==> config.mk <==
export PLATFORM = sky130hd
export DESIGN_NAME = qif_neuron_scheduler
export DESIGN_NICKNAME = d
export VERILOG_FILES = /design/src/rtl/qif_neuron_scheduler.sv
export SDC_FILE = /design/constraint.sdc
export NUM_CORES = 1
export LEC_CHECK = 0
export BUFFER_PORTS_ARGS = -buffer_cell sky130_fd_sc_hd__buf_4
export CORE_MARGIN = 1.5
export CORE_UTILIZATION = 45
export DETAILED_ROUTE_END_ITERATION = 8
export GPL_TIMING_DRIVEN = 0
export HOLD_SLACK_MARGIN = 0.15
export PLACE_DENSITY = 0.63
export SLEW_MARGIN = 20
export SYNTH_ARGS = -nofsm -noshare
export SYNTH_HDL_FRONTEND = slang
export SYNTH_SLANG_ARGS = --single-unit
==> constraint.sdc <==
create_clock -name clk -period 9.51 [get_ports clk]
set_clock_uncertainty 0.2 [all_clocks]
set_input_delay 2.3775 -clock clk [delete_from_list [all_inputs] [get_ports clk]]
set_output_delay 2.3775 -clock clk [all_outputs]
set_load 0.01 [all_outputs]
==> src/rtl/qif_neuron_scheduler.sv <==
// Time-multiplexed 8-bit QIF neuron array: one neuron updated per clk while RUN, step_done
// pulses N_NEURONS+1 cycles after the start edge; no backpressure, i_syn must be valid in the cycle it is indexed.
module qif_neuron_scheduler #(
  parameter int N_NEURONS = 8,
  parameter int IDX_W     = 3,
  parameter int V_PEAK    = 50,
  parameter int V_RESET   = -20,
  parameter int REFRAC    = 2,
  parameter int REFRAC_W  = 4
) (
  input  logic                clk,
  input  logic                rst_n,
  input  logic                step_start,
  input  logic                clear,
  output logic [IDX_W-1:0]    syn_idx,
  input  logic signed [7:0]   i_syn,
  output logic                busy,
  output logic                step_done,
  output logic                spike_valid,
  output logic [IDX_W-1:0]    spike_idx,
  output logic [7:0]          spike_count,
  input  logic [IDX_W-1:0]    rd_idx,
  output logic signed [7:0]   rd_vmem
);

  localparam logic signed [7:0]  V_PEAK_C  = 8'(V_PEAK);
  localparam logic signed [7:0]  V_RESET_C = 8'(V_RESET);
  localparam logic [REFRAC_W-1:0] REFRAC_C = REFRAC_W'(REFRAC);
  localparam logic [IDX_W-1:0]   LAST_IDX  = IDX_W'(N_NEURONS - 1);

  typedef enum logic [1:0] {S_IDLE, S_RUN, S_DONE} state_t;

  state_t                   state_q;
  logic [IDX_W-1:0]         cnt_q;
  logic [7:0]               tally_q;
  logic signed [7:0]        v_q   [N_NEURONS];
  logic [REFRAC_W-1:0]      ref_q [N_NEURONS];
  logic                     busy_q, done_q, spk_vld_q;
  logic [IDX_W-1:0]         spk_idx_q;
  logic [7:0]               spk_cnt_q;

  logic signed [7:0]        v_cur;
  logic [REFRAC_W-1:0]      ref_cur;
  logic signed [11:0]       v_ext, i_ext, v_div8, i_div4, sq, sum;
  logic signed [7:0]        v_sat;
  logic signed [7:0]        v_d;
  logic [REFRAC_W-1:0]      ref_d;
  logic                     spike_d;

  assign v_cur   = v_q[cnt_q];
  assign ref_cur = ref_q[cnt_q];

  // Biasing negatives before the arithmetic shift gives truncation toward zero.
  always_comb begin
    v_ext  = {{4{v_cur[7]}}, v_cur};
    i_ext  = {{4{i_syn[7]}}, i_syn};
    v_div8 = (v_ext + (v_cur[7] ? 12'sd7 : 12'sd0)) >>> 3;
    i_div4 = (i_ext + (i_syn[7] ? 12'sd3 : 12'sd0)) >>> 2;
    sq     = v_div8 * v_div8;
    sum    = v_ext + i_div4 + sq;
    if (sum > 12'sd127)
      v_sat = 8'sd127;
    else if (sum < -12'sd128)
      v_sat = -8'sd128;
    else
      v_sat = sum[7:0];
  end

  always_comb begin
    v_d     = v_cur;
    ref_d   = ref_cur;
    spike_d = 1'b0;
    if (ref_cur != '0) begin
      ref_d = ref_cur - REFRAC_W'(1);
    end else if (v_cur >= V_PEAK_C) begin
      v_d     = V_RESET_C;
      ref_d   = REFRAC_C;
      spike_d = 1'b1;
    end else begin
      v_d = v_sat;
    end
  end

  always_ff @(posedge clk or negedge rst_n) begin
    if (!rst_n) begin
      state_q   <= S_IDLE;
      cnt_q     <= '0;
      tally_q   <= '0;
      busy_q    <= 1'b0;
      done_q    <= 1'b0;
      spk_vld_q <= 1'b0;
      spk_idx_q <= '0;
      spk_cnt_q <= '0;
      for (int j = 0; j < N_NEURONS; j++) begin
        v_q[j]   <= '0;
        ref_q[j] <= '0;
      end
    end else begin
      done_q    <= 1'b0;
      spk_vld_q <= 1'b0;
      case (state_q)
        S_IDLE: begin
          if (clear) begin
            for (int j = 0; j < N_NEURONS; j++) begin
              v_q[j]   <= '0;
              ref_q[j] <= '0;
            end
          end else if (step_start) begin
            state_q <= S_RUN;
            cnt_q   <= '0;
            tally_q <= '0;
            busy_q  <= 1'b1;
          end
        end
        S_RUN: begin
          v_q[cnt_q]   <= v_d;
          ref_q[cnt_q] <= ref_d;
          tally_q      <= tally_q + 8'(spike_d);
          if (spike_d) begin
            spk_vld_q <= 1'b1;
            spk_idx_q <= cnt_q;
          end
          if (cnt_q == LAST_IDX) begin
            state_q <= S_DONE;
            cnt_q   <= '0;
            busy_q  <= 1'b0;
          end else begin
            cnt_q <= cnt_q + IDX_W'(1);
          end
        end
        S_DONE: begin
          done_q    <= 1'b1;
          spk_cnt_q <= tally_q;
          state_q   <= S_IDLE;
        end
        default: state_q <= S_IDLE;
      endcase
    end
  end

  assign syn_idx     = cnt_q;
  assign busy        = busy_q;
  assign step_done   = done_q;
  assign spike_valid = spk_vld_q;
  assign spike_idx   = spk_idx_q;
  assign spike_count = spk_cnt_q;
  assign rd_vmem     = v_q[rd_idx];

endmodule

==> results.cfg, run 1 <==
[clocking]
cts_inserted_buffers = 17
cts_tree = built
worstSkewPairLatency_ps = 420
cts-root-buf = clkbuf_16
path_clk_slew_ps = 60
clockBufferDepth = 2
clock-sinks = 123
cts.htree.levels = 4

[timing]
setup_viol = 0
post-route-min-period_ps = 8974
worst_slew_pin_slew_ps = 921.3
rsz0062_at_grt = no
period_share = 0.9436
finalHoldViolCount = 0
fin_tns_setup_ps = 0
max_freq_mhz = 111.4
fin_ws_ps = 536.1
maxSlewHeadroom = 0.3858
slew_viol_final = 0

[yosys]
syn-num-nets = 903
synth_edf_count = 0
post_synth.cell_area_avg_um2 = 10.21
synth_area_mm2 = 0.008333
ys_seq_area_frac = 0.3694
ys_warn_count = 0
yosysUniqueCellTypes = 66
synth-seq-cells = 123
async_reset_ff_frac = 1.000
synthCells = 816
ys.flop_type = dfrtp_1

[setup_path]
cp_slowest_stage_delay_ps = 690
path_buf_inv = 7
crit_slowest_cell = a2111oi_0
cp.required_ps = 9590
arrival_ps = 9050
critical_path.max_fanout = 10
end_kind = flip-flop
cp_top_family = adder cells
start_kind = flip-flop
criticalPathCategory = flip-flop to flip-flop

[floorplan]
std_cell_rows = 49
core-area_mm2 = 0.01809
die_w_um = 139.1
ios = 40
die_h_um = 139.1
start_util = 0.4607
dieArea_mm2 = 0.01934

[routing]
vias_per_cell = 5.977
post_drt_wl_per_cell_um = 21.44
drc = 3
drtIter0Drc = 551
routed-via-count = 6652
firstDrtPassIters = 7
ant_nets = 0
drt_wl_total_mm = 23.87

[global_routing]
grt_max_degree = 82
grt_pass1_vias = 6512
groute.usage.overall = 0.2536
antenna_found_initial = 0
grt_overflow_total = 0
grt_pass1_wl_mm = 37.20

[placement]
placed_cell_area_mm2 = 0.008925
post-place-ws_ps = 177.4
port_buffers = 36
dp_hpwl_mm = 16.75
gp_congestion = 0.8751

[finish]
most-common-layout-cells = dfrtp_1, nand3_1, inv_1
num-nets-final = 959
area_growth_pct = 13.86
n_antenna_cell = 0
drive_gt1_frac = 0.1674
layout_commonest_cell = dfrtp_1
final_area_mm2 = 0.009488

[run_status]
failed_checks = design-rule violations
status = finished, violations left

[flow_run]
cap_violations = 0

[hold_path]
hp-class = flip-flop to flip-flop
repair_timing:
action / in CTS / in global routing
hold buffers: 0 / 0
gates resized for setup: 0 / 3
setup buffers: 0 / 0
endpoints found under the setup margin: 0 / 64
through the flow:
stage          hold slack (ps)  instances  utilization
3_5_place_dp             275.2       1082       0.4935
3_3_place_gp             268.1       1081       0.4915
5_1_grt                  324.4       1113       0.5246
4_1_cts                  297.1       1113       0.5241
2_1_floorplan            260.9        816            -
6_report                 293.7       1113       0.5246
Yosys cell counts (5+ instances only):
master,count,area share
a221oi_1,10,0.011
clkbuf_1,36,0.016
or2_2,6,0.0045
nor2b_1,9,0.0068
mux2_2,22,0.030
and3_1,13,0.0098
nand2_1,30,0.014
o21ai_1,41,0.025
fa_1,34,0.082
buf_1,5,0.0023
xor2_1,12,0.013
nor2_1,30,0.014
nand3_1,102,0.061
inv_1,80,0.036
a21oi_1,13,0.0078
nand2b_1,7,0.0053
and2_1,13,0.0098
xnor2_1,12,0.013
ha_1,38,0.057
mux2i_1,15,0.018
mux4_2,26,0.070
o21ai_0,57,0.034
buf_4,6,0.0054
dfrtp_1,123,0.37
logic make-up (layout without fill, tap and decap cells):
family	count (synthesis)	count (layout)	share of synthesized area
flops	123	123	0.3694
mux	63	63	0.1180
buf+inv	131	199	0.06306
fa+ha+maj	72	72	0.1387
compound gates	175	175	0.1437
xor+xnor	25	25	0.02793
simple gates	227	227	0.1392
final cells by class:
type | instances | area (um^2)
buffer | 51 | 226.5
clock inverter | 9 | 90.09
clock buffer | 22 | 464.2
fill | 1657 | 8598
tap | 229 | 286.5
multi-input combinational | 562 | 4737
timing repair buffer | 37 | 305.3
inverter | 80 | 300.3
sequential | 123 | 3078
per-layer routing:
| metal | vias to the layer above | routed length (um) | track usage |
|---|---|---|---|
| li1 | 3023 | - | - |
| met1 | 3285 | 10170 | 0.3476 |
| met2 | 288 | 11080 | 0.3958 |
| met3 | 56 | 1980 | 0.06043 |
| met4 | 0 | 645 | 0.08791 |
| met5 | - | 0 | 0 |
path summary, 6_finish.rpt:
kind	endpoint	slack, ps	depth (start not counted)	startpoint
max in group asynchronous	v_q[52]$_DFFE_PN0P_	6750	2	rst_n
max reg2reg	v_q[26]$_DFFE_PN0P_	540	27	syn_idx[2]$_DFFE_PN0P_
max	v_q[26]$_DFFE_PN0P_	540	27	syn_idx[2]$_DFFE_PN0P_
min	ref_q[14]$_DFFE_PN0P_	290	2	ref_q[14]$_DFFE_PN0P_
min reg2reg	ref_q[14]$_DFFE_PN0P_	290	2	ref_q[14]$_DFFE_PN0P_
min in group asynchronous	ref_q[2]$_DFFE_PN0P_	1650	1	rst_n
worst min-delay path, stage by stage (launching register included):
cell and delay (ps):
dfrtp_1 330, nand3_1 60, o21ai_0 70
state kept, by name, indices dropped and copies added, names as in the netlist:
register and cells:
busy 1, tally_q 8, spike_idx 3, v_q 64, spike_valid 1, step_done 1, spike_count 8, ref_q 32
syn_idx 3, state_q 2
Power of run 1 is not shown: default switching activity piles up to over one toggle a cycle in this logic, so the estimate is an artifact.
==> inputs of run 2 (changes only) <==
- CORE_ASPECT_RATIO: unset -> 1.75
==> run 2 against run 1 <==
  * Global-route usage rose by 2.4 points
  * Register-to-register slack got worse by 50 ps
  * Utilization rose by 0.14 points
  * Non-clock buffer count did not move
  * Wire length rose by 6.5%
  * Cell area barely moved
  * Final cell count rose by 0.54%
  * The run now ends clean
  * Critical path depth rose by 2
  * Hold slack improved by 1.1 ps
  * Highest routed layer unchanged
  * Maximum frequency fell by 0.59%
  * First-iteration DRC count fell by 4.2%
  * Flip-flop and latch count did not move
==> results.cfg, run 2 (synthesis results as in run 1) <==
[run_status]
status = finished clean

[routing]
drc = 0
ant_nets = 0
vias_per_cell = 6.043
drt_wl_total_mm = 25.41
firstDrtPassIters = 5
routed-via-count = 6762
post_drt_wl_per_cell_um = 22.71
drtIter0Drc = 528

[setup_path]
arrival_ps = 9110
criticalPathCategory = flip-flop to flip-flop
critical_path.max_fanout = 10
cp.required_ps = 9590
cp_common_cell = inv_1
crit_slowest_cell = fa_1
cp_slowest_stage_delay_ps = 590
start_kind = flip-flop
end_kind = flip-flop

[timing]
worst_slew_pin_slew_ps = 1021
setup_viol = 0
maxSlewHeadroom = 0.3191
fin_tns_setup_ps = 0
finalHoldViolCount = 0
slew_viol_final = 0
period_share = 0.9492
rsz0062_at_grt = no
max_freq_mhz = 110.8
post-route-min-period_ps = 9027

[clocking]
clockBufferDepth = 2
clock-sinks = 123
cts-root-buf = clkbuf_16
cts_inserted_buffers = 17
postCtsSetupRepairBufs = 0
cts_tree = built
cts.htree.levels = 4
worstSkewPairLatency_ps = 430
path_clk_slew_ps = 60

[flow_run]
cap_violations = 0

[floorplan]
die_w_um = 105.9
std_cell_rows = 65
ios = 40
core-area_mm2 = 0.01805
die_h_um = 183.0
dieArea_mm2 = 0.01937
start_util = 0.4615

[finish]
top_register = v_q
layout_commonest_cell = dfrtp_1
num-nets-final = 959
num-fill-cells = 1709
most-common-layout-cells = dfrtp_1, nand3_1, inv_1
top_regs = v_q: 64 flops, ref_q: 32 flops
largest_register_ffs = 64
n_antenna_cell = 0
layoutNonFillerInstCount = 1119
area_growth_pct = 13.96
drive_gt1_frac = 0.1729

[placement]
dp_cells = 1087
dp_hpwl_mm = 18.98
gp_congestion = 0.9322
port_buffers = 36

[global_routing]
grt_overflow_total = 0
antenna_found_initial = 0
grt_max_degree = 69
groute.usage.overall = 0.2777
grt_pass1_wl_mm = 39.59
grt_pass1_vias = 7239

[hold_path]
hp-class = flip-flop to flip-flop
[run 2: metal layers]
metal  part of all wire  vias up  global-route usage
met5                  0        -                   0
met3              0.057      134             0.05188
met1               0.33     3323              0.2579
met2               0.53      295              0.5190
li1                   -     3010                   -
met4              0.080        0              0.2222
[run 2: critical path, delay by kind of cell (launching register included)]
family,cells,cell delay (ps)
fa+ha+maj,6,2850
buf+inv,9,1200
compound gates,7,1970
simple gates,5,1510
mux,2,680
flops,1,450
[run 2: path summary, 6_finish.rpt]
kind	slack (ps)	cells past startpoint	from	to
hold / removal	290	1	busy$_DFFE_PN0P_	busy$_DFFE_PN0P_
hold reg to reg	290	1	busy$_DFFE_PN0P_	busy$_DFFE_PN0P_
min in group asynchronous	1670	1	rst_n	v_q[32]$_DFFE_PN0P_
setup reg to reg	480	29	syn_idx[2]$_DFFE_PN0P_	v_q[45]$_DFFE_PN0P_
max in group asynchronous	6730	2	rst_n	ref_q[11]$_DFFE_PN0P_
setup / recovery	480	29	syn_idx[2]$_DFFE_PN0P_	v_q[45]$_DFFE_PN0P_
[run 2: what timing repair did]
action / CTS / global route
resized for setup: 0 / 5
hold buffers: 0 / 0
endpoints found under the setup margin: 0 / 64
[run 2: cell type report]
cell class	instances	area, um^2	share of cell area
buffer	51	226.5	0.02385
clock buffer	17	425.4	0.04480
clock inverter	15	126.4	0.01331
inverter	80	300.3	0.03162
multi-input combinational	562	4742	0.4993
sequential	123	3078	0.3241
tap	234	292.8	0.03083
timing repair buffer	37	305.3	0.03215
[run 2: metrics by stage]
stage            util  area (um^2)  setup slack, ps  hold WS, ps
3_3_place_gp   0.4927         8896            263.5        267.1
2_1_floorplan       -         8333             1452        260.9
6_report       0.5260         9497            483.0        294.7
3_5_place_dp   0.4947         8931            178.2        274.6
5_1_grt        0.5260         9497            58.54        307.9
4_1_cts        0.5252         9483            154.5        291.4
Power of run 2 is left out for the same reason.
==> inputs of run 3 (changes only) <==
- GPL_TIMING_DRIVEN: 0 -> unset
- RECOVER_POWER: unset -> 25
==> run 3 against run 2 <==
  * The flow now finishes with violations (max-capacitance violations, max-slew violations)
  * Clock-buffer cell count rose by 8
  * Non-clock buffer count fell by 31
  * Worst setup slack improved by 570 ps
  * Global-route usage fell by 4.4 points
  * Maximum frequency rose by 6.7%
  * First-iteration DRC count fell by 27%
  * Hold slack got worse by 4.7 ps
  * Wire length fell by 16%
  * Die area did not move
  * Final cell count fell by 2.8%
  * Critical path type unchanged
==> results.cfg, run 3 (synthesis results as in run 1) <==
[clocking]
cts_resized = 0
worstSkewPairLatency_ps = 420
postCtsSetupRepairBufs = 0
cts-root-buf = clkbuf_16
path_clk_slew_ps = 60
cts.htree.levels = 4
postCtsHoldBufs = 0
clock-sinks = 123
clockBufferDepth = 2
cts_tree = built
cts_inserted_buffers = 17

[placement]
placed_cell_area_mm2 = 0.008832
gp_congestion = 0.8887
dp_hpwl_mm = 15.27
port_buffers = 39

[routing]
routed-via-count = 6388
drtIter0Drc = 385
post_drt_wl_per_cell_um = 19.55
drc = 0
firstDrtPassIters = 6
ant_nets = 0
drt_wl_total_mm = 21.27
vias_per_cell = 5.871

[setup_path]
timing.rr.end = v_q[54]$_DFFE_PN0P_
r2r-start = syn_idx[1]$_DFFE_PN0P_
regToRegSetupSlack_ps = 1050
start_kind = flip-flop
criticalPathCategory = flip-flop to flip-flop
end_kind = flip-flop
arrival_ps = 8520
cp-endpoint = v_q[54]$_DFFE_PN0P_
setup.worst_path.start = syn_idx[1]$_DFFE_PN0P_
ff2ff_path_depth = 27
critical_path.max_fanout = 8
cp.required_ps = 9570

[global_routing]
grt_overflow_total = 0
grt_pass1_vias = 6664
antenna_found_initial = 0
groute.usage.overall = 0.2340
grt_max_degree = 97
grt_pass1_wl_mm = 34.71

[timing]
worst_slew_pin_slew_ps = 2762
fin_tns_setup_ps = 0
maxSlewHeadroom = -0.8411
rsz0062_at_grt = no
period_share = 0.8897
setup_viol = 0
slew_viol_final = 53
finalHoldViolCount = 0
max_freq_mhz = 118.2
post-route-min-period_ps = 8461

[floorplan]
die_w_um = 105.9
start_util = 0.4615
std_cell_rows = 65
core-area_mm2 = 0.01805
dieArea_mm2 = 0.01937
ios = 40
die_h_um = 183.0

[finish]
layout_commonest_cell = dfrtp_1
ff_latch_area_mm2 = 0.003079
num-nets-final = 928
multi_input_area_mm2 = 0.004732
area_growth_pct = 13.60
largest_register_ffs = 64
most-common-layout-cells = dfrtp_1, nand3_1, inv_1
top_register = v_q
drive_gt1_frac = 0.1803
top_regs = v_q: 64 flops, ref_q: 32 flops
n_antenna_cell = 0
num-fill-cells = 1675
final_area_mm2 = 0.009467

[hold_path]
hp-class = flip-flop to flip-flop

[run_status]
status = finished, violations left
failed_checks = max-capacitance violations, max-slew violations

[flow_run]
cap_violations = 1
-- run 3: cell types whose count changed in the layout (fill, tap and decap cells not counted), sizes merged --
cell and change:
clkinv -4, clkbuf -24, bufinv +4, buf +1, clkinvlp -6, inv -2
-- run 3: final cells by class --
class,instances,area share
multi-input cells,562,0.4999
clock buffers,25,0.05128
clock inverters,7,0.01692
repair buffers,57,0.04401
flip-flops and latches,123,0.3253
inverters,80,0.03172
well taps,234,0.03093
-- run 3: through the flow --
step | cells | hold slack, ps | util | worst slack, ps
2_1_floorplan | 816 | 260.9 | - | 1452
3_3_place_gp | 1056 | 272.4 | 0.4892 | 931.9
3_5_place_dp | 1056 | 276.9 | 0.4892 | 748.4
4_1_cts | 1088 | 293.3 | 0.5249 | 1007
5_1_grt | 1088 | 301.2 | 0.5243 | 602.7
6_report | 1088 | 290.0 | 0.5243 | 1049
-- run 3: critical path, stage by stage (launching register included) --
cell and delay (ps):
dfrtp_1 630, mux4_2 560, mux2i_1 170, buf_4 180, inv_1 70, ha_1 270
inv_1 40, a211oi_1 200, o21ai_1 140, a211oi_2 270, nand3_1 280, and3_1 320
inv_1 150, fa_1 540, fa_1 580, inv_1 50, fa_1 530, inv_1 70
fa_1 530, inv_1 40, ha_1 250, or3_1 400, o31ai_1 370, xnor2_1 200
or3b_4 440, and2_4 210, o32ai_4 470, o21ai_1 140
-- run 3: worst min-delay path by stage --
stage / end / depth (start not counted) / slack, ps / start
2_1_floorplan: ref_q[14]$_DFFE_PN0P_ / 2 / 260 / ref_q[14]$_DFFE_PN0P_
3_3_place_gp: busy$_DFFE_PN0P_ / 1 / 270 / busy$_DFFE_PN0P_
3_5_place_dp: busy$_DFFE_PN0P_ / 1 / 280 / busy$_DFFE_PN0P_
4_1_cts: busy$_DFFE_PN0P_ / 1 / 290 / busy$_DFFE_PN0P_
5_1_grt: busy$_DFFE_PN0P_ / 1 / 300 / busy$_DFFE_PN0P_
6_report: busy$_DFFE_PN0P_ / 1 / 290 / busy$_DFFE_PN0P_
-- run 3: routing by layer --
metal | routed length, um | vias to the layer above | global-route usage
li1 | - | 2948 | -
met1 | 7871 | 3205 | 0.2514
met2 | 11840 | 180 | 0.4408
met3 | 719 | 55 | 0.02843
met4 | 835 | 0 | 0.1238
met5 | 0 | - | 0
Power of run 3 is left out for the same reason.
